===== src/rtl/ysyx_22050243_regfile_sb.sv =====
// ysyx_22050243_regfile_sb: 32 x XLEN integer register file with issue scoreboard.
// Optional macro NPC_RF_BYPASS_EN enables writeback-to-read forwarding and
// lets the hazard check see a same-cycle writeback as already retired.
module ysyx_22050243_regfile_sb #(
    parameter int unsigned XLEN   = 64,
    parameter int unsigned NR_REG = 32,
    parameter int unsigned ADDR_W = 5
) (
    input  logic              clk,
    input  logic              rst,
    input  logic [ADDR_W-1:0] rs1_addr,
    input  logic [ADDR_W-1:0] rs2_addr,
    input  logic              rs1_used,
    input  logic              rs2_used,
    output logic [XLEN-1:0]   rs1_data,
    output logic [XLEN-1:0]   rs2_data,
    input  logic              issue_valid,
    input  logic [ADDR_W-1:0] issue_rd,
    input  logic              issue_rd_wen,
    output logic              issue_ready,
    input  logic              wb_wen,
    input  logic [ADDR_W-1:0] wb_addr,
    input  logic [XLEN-1:0]   wb_data,
    input  logic              flush,
    output logic [NR_REG-1:0] busy_vec
);

    logic [XLEN-1:0]   regs_q [NR_REG];
    logic [NR_REG-1:0] busy_q;
    logic [NR_REG-1:0] busy_d;
    logic [NR_REG-1:0] wb_onehot;
    logic [NR_REG-1:0] issue_onehot;
    logic [NR_REG-1:0] busy_eff;
    logic              issue_fire;

    // One-hot write-enable decode; x0 never gets an enable bit
    always_comb begin
        wb_onehot = '0;
        for (int i = 1; i < NR_REG; i++) begin
            wb_onehot[i] = wb_wen && (wb_addr == ADDR_W'(i));
        end
    end

    // One-hot destination decode for the scoreboard set path
    always_comb begin
        issue_onehot = '0;
        for (int i = 1; i < NR_REG; i++) begin
            issue_onehot[i] = issue_fire && (issue_rd == ADDR_W'(i));
        end
    end

    // Scoreboard view used by the hazard check
`ifdef NPC_RF_BYPASS_EN
    always_comb busy_eff = busy_q & ~wb_onehot;
`else
    always_comb busy_eff = busy_q;
`endif

    // RAW on used sources, WAW on the destination; independent of issue_valid
    always_comb begin
        issue_ready = !(rs1_used && busy_eff[rs1_addr])
                   && !(rs2_used && busy_eff[rs2_addr])
                   && !(issue_rd_wen && busy_eff[issue_rd]);
    end

    assign issue_fire = issue_valid && issue_ready && issue_rd_wen && (issue_rd != '0);

    // Keyed read mux; index 0 reads as zero, optional writeback forwarding
    always_comb begin
        rs1_data = '0;
        rs2_data = '0;
        if (rs1_addr != '0) rs1_data = regs_q[rs1_addr];
        if (rs2_addr != '0) rs2_data = regs_q[rs2_addr];
`ifdef NPC_RF_BYPASS_EN
        if (wb_wen && (wb_addr != '0) && (wb_addr == rs1_addr)) rs1_data = wb_data;
        if (wb_wen && (wb_addr != '0) && (wb_addr == rs2_addr)) rs2_data = wb_data;
`endif
    end

    // Next scoreboard: flush clears everything, otherwise a new producer beats a retiring one
    always_comb begin
        busy_d = '0;
        if (!flush) begin
            busy_d = (busy_q & ~wb_onehot) | issue_onehot;
        end
        busy_d[0] = 1'b0;
    end

    // Register array write, one entry per cycle through the one-hot enable
    always_ff @(posedge clk) begin
        if (rst) begin
            for (int i = 0; i < NR_REG; i++) begin
                regs_q[i] <= '0;
            end
        end else begin
            for (int i = 1; i < NR_REG; i++) begin
                if (wb_onehot[i]) regs_q[i] <= wb_data;
            end
        end
    end

    // Scoreboard state register
    always_ff @(posedge clk) begin
        if (rst) begin
            busy_q <= '0;
        end else begin
            busy_q <= busy_d;
        end
    end

    assign busy_vec = busy_q;

endmodule


===== config.mk =====
export PLATFORM = sky130hd
export DESIGN_NAME = ysyx_22050243_regfile_sb
export DESIGN_NICKNAME = d
export VERILOG_FILES = /design/src/rtl/ysyx_22050243_regfile_sb.sv
export SDC_FILE = /design/constraint.sdc
export NUM_CORES = 2
export LEC_CHECK = 0
export BUFFER_PORTS_ARGS = -buffer_cell sky130_fd_sc_hd__buf_2
export CAP_MARGIN = 20
export CELL_PAD_IN_SITES_DETAIL_PLACEMENT = 0
export CELL_PAD_IN_SITES_GLOBAL_PLACEMENT = 1
export CORE_MARGIN = 2
export CORE_UTILIZATION = 55
export CTS_CLUSTER_SIZE = 14
export DETAILED_ROUTE_END_ITERATION = 6
export GPL_TIMING_DRIVEN = 0
export PLACE_DENSITY = 0.79
export SLEW_MARGIN = 20
export SYNTH_ARGS = -nofsm -noshare
export SYNTH_HDL_FRONTEND = slang
export SYNTH_SLANG_ARGS = --single-unit

===== constraint.sdc =====
create_clock -name clk -period 3.9 [get_ports clk]
set_input_delay 0.195 -clock clk [delete_from_list [all_inputs] [get_ports clk]]
set_output_delay 0.195 -clock clk [all_outputs]
set_load 0.005 [all_outputs]

==> flow_metrics.tcl <==
set metrics [dict create \
    synth_edf_count 1984 \
    required_ps 3700 \
    finalHoldViolations 0 \
    yosys.area.top_type_share_pct 60.2 \
    status "complete, but fails checks" \
    synth_cell_type_count 36 \
    p_comb_share_pct 13.9 \
    worst_r2r_path_depth 7 \
    synth_warnings 0 \
    p_per_area_nw_per_um2 468 \
    cp.arrival_ps 3880 \
    stdcell_area_um2 112000 \
    fin_crit_sh_pct 104 \
    wire_per_inst_um 39.5 \
    min_period_ps 4070 \
    drt_iter0_drc 11200 \
    die-area_um2 183000 \
    synthToLayoutAreaGrowth_pct 13.7 \
    postCtsSetupBuffers 0 \
    cp_max_fo 10 \
    skew_ps 15.5 \
    utilization_pct 63.0 \
    ios 253 \
    die_x_um 428 \
    clk_pin_slew_worst_paths_ps 50 \
    cts_buffer_depth 3 \
    numCtsBuffers 208 \
    maxSlewHeadroom_pct 12.2 \
    pwr-share-clk_pct 36.6 \
    coreArea_um2 179000 \
    syn_nets 5791 \
    synth_cells 5699 \
    power.switching_mw 13.4 \
    grt.total_usage_pct 38.0 \
    critical_path_class "in2out" \
    grt_start_max_net_pins 35 \
    cts_tree "built" \
    ir_drop_mv 0.484 \
    violations "design-rule violations, negative setup slack" \
    synth.top_cells.by_count "edfxtp_1, nor2_1, mux4_2, clkbuf_1, mux2_2" \
    hold-path-cell-count 4 \
    drv_cap 0 \
    worst_pin_slew_ps 1320 \
    gr-total-overflow 0 \
    dp_hpwl_um 242000 \
    pwr-share-seq_pct 49.5 \
    swShare_pct 25.4 \
    yosysTopAreaCell "edfxtp_1" \
    htreeDepth 4 \
    vias 64300 \
    clk_latency_ps 880 \
    die_h_um 428 \
    critPathCaptureType "output port" \
    drv_slew 0 \
    async_flop_share_pct 0 \
    drive_gt1_share_pct 34.4 \
    place_congestion 0.902 \
    syn_area_um2 99000 \
    intPower_mw 39.3 \
    port_buffers 240 \
    grt_pass1_wl_um 480000 \
    synth_most_common_cell "edfxtp_1" \
    hp-class "in2reg" \
    final.setup.tns_ps -2120 \
    synth_seq_cells 2015 \
    p_leak_nw 37.6 \
    vias_per_cell 7.28 \
    timing.fmax_mhz 246 \
    rows 155 \
    synthTopCellsByArea "edfxtp_1, mux4_2, nor2_1" \
    drtPass1Iterations 7 \
    p_total_mw 52.7 \
    fin_ws_ps -173 \
    final_antenna_net_count 0 \
    start_util_pct 55.4 \
    synth_seq_area_share_pct 60.8 \
    nets 6382 \
    cts-root-buf "clkbuf_16" \
    cts.sinks 2015 \
    routed_wl_um 349000 \
    antenna_found_initial 14 \
    crit_path_start_kind "input pin" \
    place_area_um2 105000 \
    synth_ff_type "edfxtp_1" \
    rsz0062_at_grt "false" \
    synth_area_per_cell_um2 17.4 \
    grt_pass1_vias 63500 \
    drc_errors 5 \
    setup-violations-final 41 \
]
-- sequential cells by signal, indices dropped and copies added, names as in the netlist --
signal,count
regs_q,1984
busy_vec,31
-- critical path, stage by stage --
cell,delay (ps)
buf_2,350
clkdlybuf4s15_1,900
buf_1,960
mux4_2,430
mux4_2,470
mux2_2,370
buf_2,160
-- kinds of logic (layout without fill, tap and decap cells) --
kind of cell	count (synthesis)	in the layout	synth area share [%]
simple gates	1468	1468	5.97
other cells	1	22	0.00379
flops	2015	2015	60.8
buf+inv	662	1429	2.73
mux	1379	1379	29.0
compound gates	174	174	1.41
-- path summary, 6_finish.rpt --
path | end | slack (ps) | startpoint
worst max register to register | busy_vec[27]$_SDFF_PP0_ | 980 | busy_vec[19]$_SDFF_PP0_
worst min-delay path | busy_vec[24]$_SDFF_PP0_ | 50 | rs2_addr[4]
worst max-delay path | rs1_data[30] | -170 | rs1_addr[1]
worst min register to register | busy_vec[28]$_SDFF_PP0_ | 540 | busy_vec[28]$_SDFF_PP0_
-- metrics by stage --
| step | cells | setup slack, ps | hold WS, ps |
|---|---|---|---|
| 2_1_floorplan | 5699 | 1250 | 418 |
| 3_3_place_gp | 8294 | -2160 | 506 |
| 3_5_place_dp | 8363 | -954 | 514 |
| 4_1_cts | 8820 | 0.369 | 1.25 |
| 5_1_grt | 8825 | 2.32 | 53.1 |
| 6_report | 8842 | -173 | 51.3 |
-- repair_timing --
action	in CTS	in global routing
hold buffers	72	0
gates resized for setup	44	16
endpoints found under the setup margin	122	51
hold endpoints to repair	430	0
-- routing by layer --
metal / vias up / GRT usage (%) / routed length, um
met5: - / 0 / 88
li1: 24100 / - / -
met1: 33400 / 50.2 / 119000
met2: 5741 / 56.1 / 156000
met3: 1121 / 13.3 / 52000
met4: 14 / 20.2 / 21700
-- power groups by stage --
stage | logic [mW] | clock network, mW | registers (mW)
6_report | 7.34 | 19.3 | 26.1
3_5_place_dp | 7.10 | 0 | 26.5
5_1_grt | 7.49 | 20.0 | 26.2
3_3_place_gp | 6.77 | 0 | 26.5
2_1_floorplan | 4.33 | 0 | 26.3
4_1_cts | 7.19 | 19.2 | 26.0
-- layout by cell type (no fill, tap or decap), types with 7 or more instances in the layout --
| master | instances |
|---|---|
| buf_12 | 14 |
| mux4_2 | 1174 |
| clkinv_2 | 42 |
| dlygate4sd3_1 | 72 |
| nand3_1 | 35 |
| dfxtp_1 | 31 |
| clkbuf_2 | 78 |
| nand2b_1 | 70 |
| buf_2 | 334 |
| nor2b_1 | 7 |
| buf_16 | 49 |
| clkinv_1 | 54 |
| nand2b_4 | 31 |
| buf_4 | 21 |
| buf_1 | 84 |
| nor2_1 | 1274 |
| diode_2 | 21 |
| clkbuf_16 | 213 |
| clkbuf_1 | 341 |
| mux2_2 | 202 |
| inv_1 | 68 |
| nand2_1 | 40 |
| a22o_1 | 129 |
| buf_6 | 11 |
| clkdlybuf4s15_2 | 11 |
| bufinv_16 | 9 |
| edfxtp_1 | 1984 |
| o21ai_1 | 31 |
-- layout make-up --
| cell class | count | area (um^2) |
|---|---|---|
| fillers | 12700 | 66100 |
| flip-flops and latches | 2015 | 60200 |
| multi-input cells | 3022 | 36300 |
| clock buffers | 267 | 5550 |
| repair buffers | 382 | 3630 |
| well taps | 2355 | 2950 |
| plain buffers | 591 | 2670 |
| clock inverters | 119 | 886 |
| inverters | 70 | 263 |
| diodes | 21 | 52.6 |
No activity file was read; power rests on OpenSTA's default activity.
